--- src/rtl/nn_img_loader.sv ---
// Image buffer fill stage: packs PIX_PER_WORD pixels per word and writes
// i_num_words consecutive buffer words starting at i_base_addr.
module nn_img_loader #(
    parameter int DATA_WIDTH       = 8,
    parameter int ADDR_WIDTH       = 10,
    parameter int PIX_PER_WORD     = 6,
    parameter int TOTAL_DATA_WIDTH = DATA_WIDTH * PIX_PER_WORD
) (
    input  logic                        i_clk,
    input  logic                        i_rst,
    input  logic                        i_start,
    input  logic [ADDR_WIDTH-1:0]       i_base_addr,
    input  logic [ADDR_WIDTH-1:0]       i_num_words,
    input  logic                        i_pix_valid,
    input  logic [DATA_WIDTH-1:0]       i_pix_data,
    output logic                        o_pix_ready,
    output logic                        o_wr_en,
    output logic [ADDR_WIDTH-1:0]       o_wr_addr,
    output logic [TOTAL_DATA_WIDTH-1:0] o_wr_data,
    output logic                        o_busy,
    output logic                        o_done
);

    localparam int CW = (PIX_PER_WORD > 1) ? $clog2(PIX_PER_WORD) : 1;

    typedef enum logic [1:0] {IDLE, FILL, LAST, DONE} state_t;

    state_t                      r_state, w_next;
    logic [ADDR_WIDTH-1:0]       r_addr;
    logic [ADDR_WIDTH-1:0]       r_num_words;
    logic [ADDR_WIDTH-1:0]       r_word_cnt;
    logic [CW-1:0]               r_pix_cnt;
    logic [TOTAL_DATA_WIDTH-1:0] r_pack;
    logic                        r_pix_ready;
    logic                        r_wr_en;
    logic [ADDR_WIDTH-1:0]       r_wr_addr;
    logic [TOTAL_DATA_WIDTH-1:0] r_wr_data;
    logic                        r_busy;
    logic                        r_done;

    logic                        w_accept;
    logic                        w_word_end;
    logic                        w_last_word;
    logic [TOTAL_DATA_WIDTH-1:0] w_word;

    // r_pix_ready is high exactly while the FSM sits in FILL
    assign w_accept    = r_pix_ready & i_pix_valid;
    assign w_word_end  = w_accept && (r_pix_cnt == CW'(PIX_PER_WORD - 1));
    assign w_last_word = (r_word_cnt == r_num_words - 1'b1);

    // Current pack buffer with the incoming pixel dropped into its slot
    always_comb begin
        w_word = r_pack;
        w_word[r_pix_cnt*DATA_WIDTH +: DATA_WIDTH] = i_pix_data;
    end

    always_comb begin
        w_next = r_state;
        case (r_state)
            IDLE: if (i_start) w_next = (i_num_words != '0) ? FILL : DONE;
            FILL: if (w_word_end && w_last_word) w_next = LAST;
            LAST: w_next = DONE;
            DONE: w_next = IDLE;
            default: w_next = IDLE;
        endcase
    end

    always_ff @(posedge i_clk) begin
        if (i_rst) begin
            r_state     <= IDLE;
            r_addr      <= '0;
            r_num_words <= '0;
            r_word_cnt  <= '0;
            r_pix_cnt   <= '0;
            r_pack      <= '0;
            r_pix_ready <= 1'b0;
            r_wr_en     <= 1'b0;
            r_wr_addr   <= '0;
            r_wr_data   <= '0;
            r_busy      <= 1'b0;
            r_done      <= 1'b0;
        end else begin
            r_state     <= w_next;
            r_pix_ready <= (w_next == FILL);
            r_busy      <= (w_next == FILL) || (w_next == LAST);
            r_done      <= (w_next == DONE);
            r_wr_en     <= 1'b0;

            if (r_state == IDLE && i_start) begin
                r_addr      <= i_base_addr;
                r_num_words <= i_num_words;
                r_word_cnt  <= '0;
                r_pix_cnt   <= '0;
            end

            if (w_accept) begin
                if (w_word_end) begin
                    r_pix_cnt  <= '0;
                    r_wr_en    <= 1'b1;
                    r_wr_addr  <= r_addr;
                    r_wr_data  <= w_word;
                    r_addr     <= r_addr + 1'b1;
                    r_word_cnt <= r_word_cnt + 1'b1;
                end else begin
                    r_pix_cnt <= r_pix_cnt + 1'b1;
                    r_pack    <= w_word;
                end
            end
        end
    end

    assign o_pix_ready = r_pix_ready;
    assign o_wr_en     = r_wr_en;
    assign o_wr_addr   = r_wr_addr;
    assign o_wr_data   = r_wr_data;
    assign o_busy      = r_busy;
    assign o_done      = r_done;

endmodule

--- config.mk ---
export PLATFORM = sky130hd
export DESIGN_NAME = nn_img_loader
export DESIGN_NICKNAME = d
export VERILOG_FILES = /design/src/rtl/nn_img_loader.sv
export SDC_FILE = /design/constraint.sdc
export NUM_CORES = 1
export LEC_CHECK = 0
export BUFFER_PORTS_ARGS = -buffer_cell sky130_fd_sc_hd__buf_2
export CORE_ASPECT_RATIO = 0.9
export CORE_UTILIZATION = 29
export DETAILED_ROUTE_END_ITERATION = 10
export GPL_ROUTABILITY_DRIVEN = 0
export PLACE_DENSITY = 0.44
export SKIP_LAST_GASP = 1
export SLEW_MARGIN = 20
export SYNTH_ARGS = -nofsm -noshare
export SYNTH_HDL_FRONTEND = slang
export SYNTH_SLANG_ARGS = --single-unit
--- constraint.sdc ---
create_clock -name i_clk -period 3.7 [get_ports i_clk]
set_input_delay 0.37 -clock i_clk [delete_from_list [all_inputs] [get_ports i_clk]]
set_output_delay 0.37 -clock i_clk [all_outputs]
set_load 0.01 [all_outputs]
==> impl_metrics.prom, run 1 <==
# TYPE chip_impl_metric gauge
chip_impl_metric{name="start_util",unit="%"} 29.91
chip_impl_metric{name="ys.warnings.count",unit=""} 0
chip_impl_metric{name="power.share.sequential",unit="%"} 44.9
chip_impl_metric{name="track_usage",unit="%"} 15.80
chip_impl_metric{name="holdBufCountCts",unit=""} 0
chip_impl_info{name="status",value="finished, final reports clean"} 1
chip_impl_metric{name="postSynthRegisterBits",unit=""} 145
chip_impl_metric{name="first_iter_violations",unit=""} 364
chip_impl_metric{name="clock_insertion_delay_worst_skew",unit="ns"} 0.42
chip_impl_metric{name="synth.yosys.seq_area_share",unit="%"} 44.33
chip_impl_metric{name="final-hold-violation-count",unit=""} 0
chip_impl_metric{name="synth_area",unit="mm^2"} 0.006548
chip_impl_info{name="tritoncts",value="built"} 1
chip_impl_metric{name="antenna_found_initial",unit=""} 0
chip_impl_info{name="timing.setup.critical_path_class",value="flip-flop to flip-flop"} 1
chip_impl_metric{name="share_comb_of_total_power",unit="%"} 6.9
chip_impl_metric{name="vias",unit=""} 5644
chip_impl_metric{name="post_cts_sizing_count",unit=""} 0
chip_impl_metric{name="max_clock_freq",unit="MHz"} 346.2
chip_impl_metric{name="required",unit="ns"} 3.99
chip_impl_metric{name="share_of_power_burned_in_the_clock_network",unit="%"} 48.2
chip_impl_metric{name="dp_cells",unit=""} 1121
chip_impl_metric{name="drt-pass1-iter-count",unit=""} 4
chip_impl_metric{name="grt_remaining_overflow",unit=""} 0
chip_impl_metric{name="num_io_pins",unit=""} 94
chip_impl_metric{name="path_max_fanout",unit=""} 19
chip_impl_metric{name="antenna_left",unit=""} 0
chip_impl_metric{name="leakagePower",unit="nW"} 3.094
chip_impl_metric{name="portion_of_synthesized_cell_area_occupied_by_the_leading_cell_type",unit="%"} 44.33
chip_impl_metric{name="cts_buffer_depth",unit=""} 2
chip_impl_metric{name="routed_wire_length_per_instance",unit="um"} 15.56
chip_impl_metric{name="drt-total-wl",unit="mm"} 17.94
chip_impl_info{name="dominantRegCellSynth",value="sky130_fd_sc_hd__dfxtp_1"} 1
chip_impl_metric{name="total_die_area",unit="mm^2"} 0.02318
chip_impl_metric{name="antenna_diode_count",unit=""} 0
chip_impl_metric{name="vias_per_cell",unit=""} 4.895
chip_impl_info{name="startpoint_type",value="flip-flop"} 1
chip_impl_metric{name="yosys.cell_types.count",unit=""} 64
chip_impl_metric{name="grt_max_degree",unit=""} 111
chip_impl_metric{name="design_area",unit="mm^2"} 0.007883
chip_impl_metric{name="post_route_drc",unit=""} 0
chip_impl_metric{name="final-setup-viol-count",unit=""} 0
chip_impl_metric{name="core-area",unit="mm^2"} 0.02189
chip_impl_metric{name="clock_sinks",unit=""} 145
chip_impl_info{name="clock-root-buffer",value="sky130_fd_sc_hd__clkbuf_16"} 1
chip_impl_metric{name="postSynthAreaPerCell",unit="um^2"} 8.416
chip_impl_metric{name="postLayoutCoreUtil",unit="%"} 36.01
chip_impl_info{name="post_synth_main_area_contributors",value="sky130_fd_sc_hd__dfxtp_1 (44%), sky130_fd_sc_hd__mux2i_1 (7.5%), sky130_fd_sc_hd__nor2_1 (7.3%)"} 1
chip_impl_metric{name="total_switching_power",unit="W"} 0.0008798
chip_impl_metric{name="min_period_over_period",unit="%"} 78.06
chip_impl_metric{name="internal_power",unit="W"} 0.002710
chip_impl_metric{name="reg_clk_slew_reported_paths",unit="ns"} 0.06
chip_impl_metric{name="critPathArrivalTime",unit="ns"} 3.18
chip_impl_metric{name="min_period",unit="ns"} 2.888
chip_impl_metric{name="maxSlewViolCount",unit=""} 0
chip_impl_metric{name="cap_violations",unit=""} 0
chip_impl_metric{name="first_global_vias",unit=""} 5282
chip_impl_metric{name="synthArstFlopShare",unit="%"} 0
chip_impl_info{name="worst_hold_path_type",value="input pin to flip-flop"} 1
chip_impl_metric{name="ir_drop",unit="V"} 0.0002155
chip_impl_info{name="critPathCaptureType",value="flip-flop"} 1
chip_impl_metric{name="half_perimeter_wire_length_after_detailed_placement",unit="mm"} 11.81
chip_impl_metric{name="final_cell_count_no_fill",unit=""} 1153
chip_impl_metric{name="nNetsFinal",unit=""} 892
chip_impl_metric{name="placedInstanceArea",unit="mm^2"} 0.007292
chip_impl_metric{name="cts_setup_buffers",unit=""} 0
chip_impl_metric{name="cts-buffers-inserted",unit=""} 17
chip_impl_metric{name="post_synthesis_to_final_layout_area_growth",unit="%"} 20.39
chip_impl_metric{name="power_density",unit="mW/mm^2"} 455.5
chip_impl_metric{name="floorplan.die.width",unit="um"} 160.4
chip_impl_info{name="synth.largest_area_cell",value="sky130_fd_sc_hd__dfxtp_1"} 1
chip_impl_metric{name="h-tree-depth",unit=""} 4
chip_impl_metric{name="synth_enable_flop_cells",unit=""} 0
chip_impl_metric{name="fin_setup_tns",unit="ns"} 0
chip_impl_metric{name="finClkSkew",unit="ns"} 0.01280
chip_impl_metric{name="netSwitchingFraction",unit="%"} 24.50
chip_impl_metric{name="dieHeight",unit="um"} 144.5
chip_impl_metric{name="placementRows",unit=""} 51
chip_impl_metric{name="maxSlewHeadroom",unit="%"} 58.96
chip_impl_info{name="rsz_0062_raised_after_global_routing",value="false"} 1
chip_impl_metric{name="place.port_buffers",unit=""} 93
chip_impl_metric{name="drive_above_1_share",unit="%"} 18.33
chip_impl_metric{name="syn_inst",unit=""} 778
chip_impl_metric{name="synth.net_count",unit=""} 821
chip_impl_metric{name="slew_of_the_pin_with_the_lowest_slew_margin",unit="ns"} 0.6147
chip_impl_metric{name="wire_length_of_the_first_global_routing_pass",unit="mm"} 28.77
-- routing by layer --
layer | routed length, um | vias to the layer above | GRT usage [%]
li1 | - | 2883 | -
met1 | 9780 | 2658 | 22.86
met2 | 7481 | 94 | 23.08
met3 | 545 | 9 | 3.556
met4 | 130 | 0 | 4.662
met5 | 0 | - | 0
-- area by class of cell --
class | count | area (um^2)
Fill cell | 2304 | 14000
Multi-Input combinational cell | 569 | 3390
Sequential cell | 145 | 2903
Timing Repair Buffer | 108 | 605.6
Clock buffer | 21 | 460.4
Tap cell | 291 | 364.1
Clock inverter | 11 | 130.1
Inverter | 8 | 30.03
-- kinds of logic after synthesis --
family	count (synthesis)	synth area share (%)
AOI/OAI and AO/OA	146	14.77
xor gates and xnor gates	13	1.854
adders and majority gates	11	2.102
buffers and inverters	64	4.204
DFF	145	44.33
muxes	51	7.835
and+or+nand+nor	348	24.90
-- metrics by stage --
step	setup WS (ns)	hold WS (ns)	total power [W]
floorplan	1.245	0.4357	0.001807
global placement	0.9104	0.4438	0.001896
detailed placement	0.8554	0.4463	0.001896
CTS	0.8177	0.1784	0.003644
global route	0.6074	0.1814	0.003741
finish	0.8118	0.1937	0.003590
-- sequential cells by signal, summed over array words and instances, names as in the netlist --
name,flops
o_done,1
r_pix_cnt,3
o_pix_ready,1
r_word_cnt,10
o_busy,1
o_wr_en,1
r_pack,48
o_wr_addr,10
o_wr_data,48
r_addr,10
r_state,2
r_num_words,10
-- layout by cell type, fill, tap and decap left out, types with 17 or more instances in the layout --
cell type and instances:
sky130_fd_sc_hd__dfxtp_1 145, sky130_fd_sc_hd__nor2_1 128, sky130_fd_sc_hd__nand2_1 99, sky130_fd_sc_hd__buf_2 92, sky130_fd_sc_hd__a21oi_1 59, sky130_fd_sc_hd__mux2i_1 49
sky130_fd_sc_hd__nand3_1 34, sky130_fd_sc_hd__a211oi_1 34, sky130_fd_sc_hd__nor3_1 27, sky130_fd_sc_hd__clkbuf_16 17
-- Yosys cell counts, types with 2 or more instances --
cell / count
sky130_fd_sc_hd__dfxtp_1: 145
sky130_fd_sc_hd__nor2_1: 128
sky130_fd_sc_hd__nand2_1: 99
sky130_fd_sc_hd__a21oi_1: 59
sky130_fd_sc_hd__mux2i_1: 49
sky130_fd_sc_hd__a211oi_1: 34
sky130_fd_sc_hd__nand3_1: 34
sky130_fd_sc_hd__clkbuf_1: 32
sky130_fd_sc_hd__nor3_1: 27
sky130_fd_sc_hd__buf_2: 19
sky130_fd_sc_hd__a311oi_1: 16
sky130_fd_sc_hd__and3_1: 14
sky130_fd_sc_hd__nand4_1: 12
sky130_fd_sc_hd__ha_1: 11
sky130_fd_sc_hd__inv_1: 8
sky130_fd_sc_hd__o21ai_0: 6
sky130_fd_sc_hd__xnor2_1: 6
sky130_fd_sc_hd__xor2_1: 6
sky130_fd_sc_hd__a22oi_1: 4
sky130_fd_sc_hd__and2_1: 4
sky130_fd_sc_hd__nor2b_1: 4
sky130_fd_sc_hd__nor3b_1: 4
sky130_fd_sc_hd__o21ai_1: 4
sky130_fd_sc_hd__buf_4: 3
sky130_fd_sc_hd__a21o_1: 2
sky130_fd_sc_hd__a221oi_1: 2
sky130_fd_sc_hd__a31o_1: 2
sky130_fd_sc_hd__a31oi_1: 2
sky130_fd_sc_hd__buf_1: 2
sky130_fd_sc_hd__nor3b_2: 2
sky130_fd_sc_hd__nor4_1: 2
sky130_fd_sc_hd__nor4b_1: 2
sky130_fd_sc_hd__o31a_1: 2
sky130_fd_sc_hd__or3_1: 2
-- worst paths after layout --
check	startpoint	end	slack, ns	depth (start not counted)
setup / recovery	r_pix_cnt[0]	r_pack[32]	0.81	8
hold / removal	i_base_addr[9]	r_addr[9]	0.19	3
hold reg to reg	o_wr_addr[9]	o_wr_addr[9]	0.45	2
setup reg to reg	r_pix_cnt[0]	r_pack[32]	0.81	8
-- power groups by stage --
stage	Sequential (W)	Clock, W	Combinational, W
finish	0.00161	0.00173	0.000248
global route	0.00161	0.00185	0.000276
CTS	0.00161	0.00178	0.000251
detailed placement	0.00165	0	0.000249
global placement	0.00165	0	0.000250
floorplan	0.00164	0	0.000170
-- worst max-delay path: stages (launching register included) --
cell                      delay (ns)
sky130_fd_sc_hd__dfxtp_1        0.71
sky130_fd_sc_hd__inv_1          0.14
sky130_fd_sc_hd__ha_1           0.23
sky130_fd_sc_hd__ha_1           0.42
sky130_fd_sc_hd__nor4b_2        0.26
sky130_fd_sc_hd__o21ai_2        0.23
sky130_fd_sc_hd__or2_1          0.47
sky130_fd_sc_hd__mux2i_1        0.24
sky130_fd_sc_hd__nor2_1         0.05
No activity file was read; power rests on OpenSTA's default activity.
==> run 2: changes to the inputs <==
Settings changed: PLACE_DENSITY 0.44 to 0.46.
Clock period 3.7 ns to 2.55 ns, I/O delays scaled along.
==> run 2 against run 1 <==
Core utilization grew 0.29 points. Non-clock buffer count is 7 higher. Critical path depth up 1. Sequential share of layout area down 0.30 points. Design area grew 0.81%. Register-to-register slack lost 0.57 ns. Die area is the same. Setup slack lost 0.57 ns. Hold slack worse by 0.12 ns. Global-route usage hardly changed. Clock power is 49% higher. Critical path type unchanged. Highest routed layer unchanged.
==> impl_metrics.prom, run 2 (synthesis results as in run 1) <==
# TYPE chip_impl_metric gauge
chip_impl_metric{name="grt_remaining_overflow",unit=""} 0
chip_impl_metric{name="n_fill_cell",unit=""} 2282
chip_impl_metric{name="vias_per_cell",unit=""} 4.844
chip_impl_metric{name="drt-pass1-iter-count",unit=""} 5
chip_impl_metric{name="power_density",unit="mW/mm^2"} 664.6
chip_impl_metric{name="routed_wire_length_per_instance",unit="um"} 15.24
chip_impl_metric{name="first_global_vias",unit=""} 5188
chip_impl_metric{name="path_max_fanout",unit=""} 6
chip_impl_info{name="status",value="finished, final reports clean"} 1
chip_impl_metric{name="finClkSkew",unit="ns"} 0.01453
chip_impl_metric{name="num_io_pins",unit=""} 94
chip_impl_metric{name="final-setup-viol-count",unit=""} 0
chip_impl_metric{name="total_die_area",unit="mm^2"} 0.02318
chip_impl_metric{name="nNetsFinal",unit=""} 899
chip_impl_metric{name="placedInstanceArea",unit="mm^2"} 0.007342
chip_impl_metric{name="vias",unit=""} 5619
chip_impl_metric{name="ir_drop",unit="V"} 0.0003545
chip_impl_metric{name="first_iter_violations",unit=""} 331
chip_impl_metric{name="start_util",unit="%"} 29.91
chip_impl_metric{name="cts_setup_buffers",unit=""} 0
chip_impl_metric{name="leakagePower",unit="nW"} 3.136
chip_impl_info{name="clock-root-buffer",value="sky130_fd_sc_hd__clkbuf_16"} 1
chip_impl_info{name="timing.setup.critical_path_class",value="flip-flop to flip-flop"} 1
chip_impl_metric{name="track_usage",unit="%"} 15.80
chip_impl_info{name="tritoncts",value="built"} 1
chip_impl_metric{name="antenna_diode_count",unit=""} 0
chip_impl_metric{name="floorplan.die.width",unit="um"} 160.4
chip_impl_metric{name="antenna_found_initial",unit=""} 0
chip_impl_metric{name="grt_max_degree",unit=""} 55
chip_impl_metric{name="design_area",unit="mm^2"} 0.007946
chip_impl_metric{name="drive_above_1_share",unit="%"} 18.99
chip_impl_info{name="critPathCaptureType",value="flip-flop"} 1
chip_impl_metric{name="drt-total-wl",unit="mm"} 17.68
chip_impl_info{name="startpoint_type",value="flip-flop"} 1
chip_impl_metric{name="dp_cells",unit=""} 1128
chip_impl_info{name="final_cell_mix",value="sky130_fd_sc_hd__dfxtp_1 (145), sky130_fd_sc_hd__nor2_1 (128), sky130_fd_sc_hd__nand2_1 (99)"} 1
chip_impl_metric{name="place.port_buffers",unit=""} 93
chip_impl_metric{name="post_cts_sizing_count",unit=""} 0
chip_impl_metric{name="cts-buffers-inserted",unit=""} 17
chip_impl_metric{name="slew_of_the_pin_with_the_lowest_slew_margin",unit="ns"} 0.7663
chip_impl_metric{name="antenna_left",unit=""} 0
chip_impl_metric{name="core-area",unit="mm^2"} 0.02189
chip_impl_metric{name="h-tree-depth",unit=""} 4
chip_impl_info{name="rsz_0062_raised_after_global_routing",value="false"} 1
chip_impl_metric{name="fin_setup_tns",unit="ns"} 0
chip_impl_metric{name="placementRows",unit=""} 51
chip_impl_metric{name="maxSlewViolCount",unit=""} 0
chip_impl_metric{name="critPathArrivalTime",unit="ns"} 2.66
chip_impl_metric{name="post_synthesis_to_final_layout_area_growth",unit="%"} 21.36
chip_impl_metric{name="cap_violations",unit=""} 0
chip_impl_metric{name="final-hold-violation-count",unit=""} 0
chip_impl_metric{name="min_period",unit="ns"} 2.304
chip_impl_metric{name="wire_length_of_the_first_global_routing_pass",unit="mm"} 28.73
chip_impl_metric{name="reg_clk_slew_reported_paths",unit="ns"} 0.06
chip_impl_metric{name="half_perimeter_wire_length_after_detailed_placement",unit="mm"} 11.94
chip_impl_metric{name="clock_insertion_delay_worst_skew",unit="ns"} 0.43
chip_impl_info{name="layout_commonest_cell",value="sky130_fd_sc_hd__dfxtp_1"} 1
chip_impl_metric{name="post_route_drc",unit=""} 0
chip_impl_metric{name="dieHeight",unit="um"} 144.5
chip_impl_metric{name="final_cell_count_no_fill",unit=""} 1160
chip_impl_metric{name="cts_buffer_depth",unit=""} 2
chip_impl_metric{name="holdBufCountCts",unit=""} 0
chip_impl_metric{name="clock_sinks",unit=""} 145
chip_impl_info{name="worst_hold_path_type",value="input pin to flip-flop"} 1
chip_impl_metric{name="maxSlewHeadroom",unit="%"} 48.79
chip_impl_metric{name="max_clock_freq",unit="MHz"} 433.9
chip_impl_metric{name="required",unit="ns"} 2.91
chip_impl_metric{name="min_period_over_period",unit="%"} 90.37
run 2: cell count changes in the layout (fill, tap and decap cells not counted), sizes merged:
cell      change
buf           +7
bufinv        +1
clkbuf        -1
clkinv        +1
clkinvlp      -1
run 2: final timing paths:
path	start	cells past startpoint	slack (ns)	to
worst max-delay path	r_num_words[0]	9	0.25	o_busy
worst min-delay path	i_num_words[5]	3	0.08	r_num_words[5]
worst max register to register	r_num_words[0]	9	0.25	o_busy
worst min register to register	o_wr_addr[8]	2	0.45	o_wr_addr[8]
run 2: layout make-up:
| class | instances | area (um^2) | area share (%) |
|---|---|---|---|
| well taps | 291 | 364.1 | 4.582 |
| clock inverters | 12 | 157.7 | 1.984 |
| multi-input cells | 569 | 3400 | 42.78 |
| flip-flops and latches | 145 | 2903 | 36.53 |
| clock buffers | 20 | 446.7 | 5.621 |
| inverters | 8 | 30.03 | 0.3779 |
| repair buffers | 115 | 645.6 | 8.125 |
run 2: stage by stage:
stage	util (%)	hold WS, ns	total power [W]	setup slack (ns)
finish	36.31	0.07541	0.005281	0.2456
global route	36.31	0.07856	0.005488	0.03829
CTS	36.31	0.05775	0.005350	0.2420
detailed placement	33.54	0.4461	0.002755	0.2534
global placement	33.50	0.4433	0.002754	0.3149
floorplan	-	0.3910	0.002622	0.09494
run 2: metal layers:
layer	track usage [%]	vias up	routed length [um]
li1	-	2896	-
met1	22.66	2616	9250
met2	23.49	97	7686
met3	3.069	10	609
met4	5.263	0	133
met5	0	-	0
run 2: power by group:
group | total (W) | switching, W | internal, W
sequential | 0.00233 | 0.0000343 | 0.00230
combinational | 0.000367 | 0.000230 | 0.000138
clock | 0.00258 | 0.00101 | 0.00157
run 2: worst max-delay path, stage by stage (launching register included):
cell	delay, ns
sky130_fd_sc_hd__dfxtp_1	0.43
sky130_fd_sc_hd__inv_1	0.07
sky130_fd_sc_hd__ha_1	0.21
sky130_fd_sc_hd__nor3b_2	0.20
sky130_fd_sc_hd__and3b_1	0.19
sky130_fd_sc_hd__o32ai_1	0.25
sky130_fd_sc_hd__mux2i_1	0.20
sky130_fd_sc_hd__a221oi_2	0.32
sky130_fd_sc_hd__ha_1	0.27
sky130_fd_sc_hd__nor2_1	0.09
==> run 3: changes to the inputs <==
==> constraint.sdc (replaced) <==
create_clock -name i_clk -period 2.55 [get_ports i_clk]
set_input_delay 0.51 -clock i_clk [delete_from_list [all_inputs] [get_ports i_clk]]
set_output_delay 0.51 -clock i_clk [all_outputs]
set_load 0.01 [all_outputs]
==> run 3 against run 2 <==
Sequential power about the same. Clock power down 5%. Largest cell class unchanged. Flip-flop and latch count unchanged. Maximum frequency up 2.3%. Global-route usage down 0.43 points. Critical path type unchanged. Non-clock buffer count down 1. Highest routed layer unchanged. Die area unchanged.
==> impl_metrics.prom, run 3 (synthesis results as in run 1) <==
# TYPE chip_impl_metric gauge
chip_impl_info{name="status",value="finished, final reports clean"} 1
chip_impl_metric{name="routedLengthMet1",unit="mm"} 8.961
chip_impl_metric{name="core-area",unit="mm^2"} 0.02189
chip_impl_info{name="maxUsedRoutingLayer",value="met4"} 1
chip_impl_metric{name="post_synthesis_to_final_layout_area_growth",unit="%"} 21.00
chip_impl_info{name="worst_r2r_startpoint",value="r_num_words[0]"} 1
chip_impl_info{name="critical_path.cell_chain",value="inv_1 -> ha_1 -> nor3b_2 -> and3b_1 -> o32ai_1 -> mux2i_1 -> a221oi_2 -> ha_1 -> nor2_1"} 1
chip_impl_metric{name="post_cts_sizing_count",unit=""} 0
chip_impl_metric{name="cts-buffers-inserted",unit=""} 17
chip_impl_metric{name="min_period_over_period",unit="%"} 88.32
chip_impl_info{name="tritoncts",value="built"} 1
chip_impl_info{name="rsz_0062_raised_after_global_routing",value="false"} 1
chip_impl_metric{name="critPathArrivalTime",unit="ns"} 2.62
chip_impl_metric{name="internal_power",unit="W"} 0.003885
chip_impl_info{name="hold_path.startpoint",value="i_rst"} 1
chip_impl_metric{name="antenna_found_initial",unit=""} 0
chip_impl_info{name="clock-root-buffer",value="sky130_fd_sc_hd__clkbuf_16"} 1
chip_impl_metric{name="wl_met3",unit="um"} 700
chip_impl_metric{name="nNetsFinal",unit=""} 898
chip_impl_info{name="setup.worst_path.start",value="r_num_words[0]"} 1
chip_impl_metric{name="placementRows",unit=""} 51
chip_impl_info{name="final_cell_mix",value="sky130_fd_sc_hd__dfxtp_1 (145), sky130_fd_sc_hd__nor2_1 (128), sky130_fd_sc_hd__nand2_1 (99)"} 1
chip_impl_metric{name="vias",unit=""} 5641
chip_impl_info{name="critPathCaptureType",value="flip-flop"} 1
chip_impl_metric{name="cts_buffer_depth",unit=""} 2
chip_impl_metric{name="cap_violations",unit=""} 0
chip_impl_metric{name="final-hold-violation-count",unit=""} 0
chip_impl_metric{name="min_period",unit="ns"} 2.252
chip_impl_metric{name="total_die_area",unit="mm^2"} 0.02318
chip_impl_metric{name="maxSlewViolCount",unit=""} 0
chip_impl_metric{name="max_clock_freq",unit="MHz"} 444.0
chip_impl_metric{name="first_global_vias",unit=""} 5151
chip_impl_metric{name="start_util",unit="%"} 29.91
chip_impl_metric{name="clock_sinks",unit=""} 145
chip_impl_metric{name="r2r.worst_path.cells",unit=""} 9
chip_impl_metric{name="reg_clk_slew_reported_paths",unit="ns"} 0.06
chip_impl_metric{name="hold_slack",unit="ns"} 0.3061
chip_impl_metric{name="antenna_left",unit=""} 0
chip_impl_metric{name="routed_wire_length_per_instance",unit="um"} 15.02
chip_impl_metric{name="final-setup-viol-count",unit=""} 0
chip_impl_metric{name="share_comb_of_total_power",unit="%"} 7.1
chip_impl_metric{name="dieHeight",unit="um"} 144.5
chip_impl_info{name="startpoint_type",value="flip-flop"} 1
chip_impl_info{name="min_delay_worst_endpoint",value="o_busy"} 1
chip_impl_metric{name="fin_setup_tns",unit="ns"} 0
chip_impl_metric{name="track_usage",unit="%"} 15.37
chip_impl_metric{name="critPathBufInv",unit=""} 1
chip_impl_metric{name="path_max_fanout",unit=""} 6
chip_impl_info{name="crit_slowest_cell",value="sky130_fd_sc_hd__dfxtp_1"} 1
chip_impl_metric{name="routed_met2_length",unit="mm"} 7.527
chip_impl_metric{name="vias_per_cell",unit=""} 4.867
chip_impl_metric{name="floorplan.die.width",unit="um"} 160.4
chip_impl_metric{name="r2r_slack",unit="ns"} 0.30
chip_impl_metric{name="ir_drop",unit="V"} 0.0003376
chip_impl_metric{name="clock_insertion_delay_worst_skew",unit="ns"} 0.43
chip_impl_info{name="cp_top_family",value="compound AO/OA/AOI/OAI gates"} 1
chip_impl_metric{name="leakagePower",unit="nW"} 3.124
chip_impl_metric{name="first_iter_violations",unit=""} 435
chip_impl_metric{name="place.port_buffers",unit=""} 93
chip_impl_metric{name="netSwitchingFraction",unit="%"} 24.56
chip_impl_metric{name="finClkSkew",unit="ns"} 0.01059
chip_impl_metric{name="h-tree-depth",unit=""} 4
chip_impl_info{name="layout_commonest_cell",value="sky130_fd_sc_hd__dfxtp_1"} 1
chip_impl_metric{name="postLayoutCoreUtil",unit="%"} 36.20
chip_impl_metric{name="power_density",unit="mW/mm^2"} 650.0
chip_impl_info{name="most_common_cell_type_on_the_critical_path",value="sky130_fd_sc_hd__ha_1"} 1
chip_impl_metric{name="drt-total-wl",unit="mm"} 17.41
chip_impl_metric{name="maxSlewHeadroom",unit="%"} 64.10
chip_impl_metric{name="slew_of_the_pin_with_the_lowest_slew_margin",unit="ns"} 0.5362
chip_impl_metric{name="cts_setup_buffers",unit=""} 0
chip_impl_info{name="worst_hold_path_type",value="input pin to flip-flop"} 1
chip_impl_metric{name="grt_remaining_overflow",unit=""} 0
chip_impl_metric{name="half_perimeter_wire_length_after_detailed_placement",unit="mm"} 11.60
chip_impl_metric{name="num_io_pins",unit=""} 94
chip_impl_metric{name="post_route_drc",unit=""} 0
chip_impl_metric{name="share_of_power_burned_in_the_clock_network",unit="%"} 47.6
chip_impl_metric{name="required",unit="ns"} 2.92
chip_impl_metric{name="antenna_diode_count",unit=""} 0
chip_impl_metric{name="whs_path_depth",unit=""} 2
chip_impl_metric{name="total_switching_power",unit="W"} 0.001265
chip_impl_metric{name="drt-pass1-iter-count",unit=""} 5
chip_impl_info{name="timing.setup.critical_path_class",value="flip-flop to flip-flop"} 1
chip_impl_metric{name="drive_above_1_share",unit="%"} 19.12
chip_impl_metric{name="holdBufCountCts",unit=""} 0
chip_impl_metric{name="grt_max_degree",unit=""} 101
chip_impl_metric{name="power.share.sequential",unit="%"} 45.3
chip_impl_info{name="regToRegEndpoint",value="o_busy"} 1
chip_impl_metric{name="critical-path-max-stage-delay",unit="ns"} 0.42
chip_impl_metric{name="wire_length_of_the_first_global_routing_pass",unit="mm"} 27.87
==> run 3: worst max path at each step <==
stage | endpoint | cells after the start
6_report | o_busy | 9
4_1_cts | o_busy | 9
2_1_floorplan | r_pack[32] | 10
3_3_place_gp | o_busy | 9
3_5_place_dp | o_busy | 9
5_1_grt | o_pix_ready | 9
==> run 3: area by class of cell <==
type	count	area, um^2
clock buffer	21	480.5
clock inverter	11	105.1
fill	2287	13960
inverter	8	30.03
multi-input combinational	569	3390
sequential	145	2903
tap	291	364.1
timing repair buffer	114	650.6
==> run 3: per-stage QoR <==
step | worst slack, ns | cells | area, um^2 | power, W
finish | 0.2978 | 1159 | 7923 | 0.005150
global route | 0.04479 | 1159 | 7923 | 0.005347
CTS | 0.2878 | 1159 | 7923 | 0.005219
detailed placement | 0.3012 | 1127 | 7337 | 0.002753
global placement | 0.3273 | 1127 | 7337 | 0.002754
floorplan | 0.09494 | 778 | 6548 | 0.002622
==> run 3: metal layers <==
layer,vias up,GRT usage [%]
li1,2904,-
met1,2616,21.82
met2,105,23.08
met3,16,3.327
met4,0,4.662
met5,-,0
==> run 3: power groups by stage <==
stage	logic [W]	clock network (W)	registers, W
finish	0.000366	0.00245	0.00233
global route	0.000405	0.00260	0.00234
CTS	0.000370	0.00252	0.00233
detailed placement	0.000368	0	0.00239
global placement	0.000369	0	0.00239
floorplan	0.000246	0	0.00238
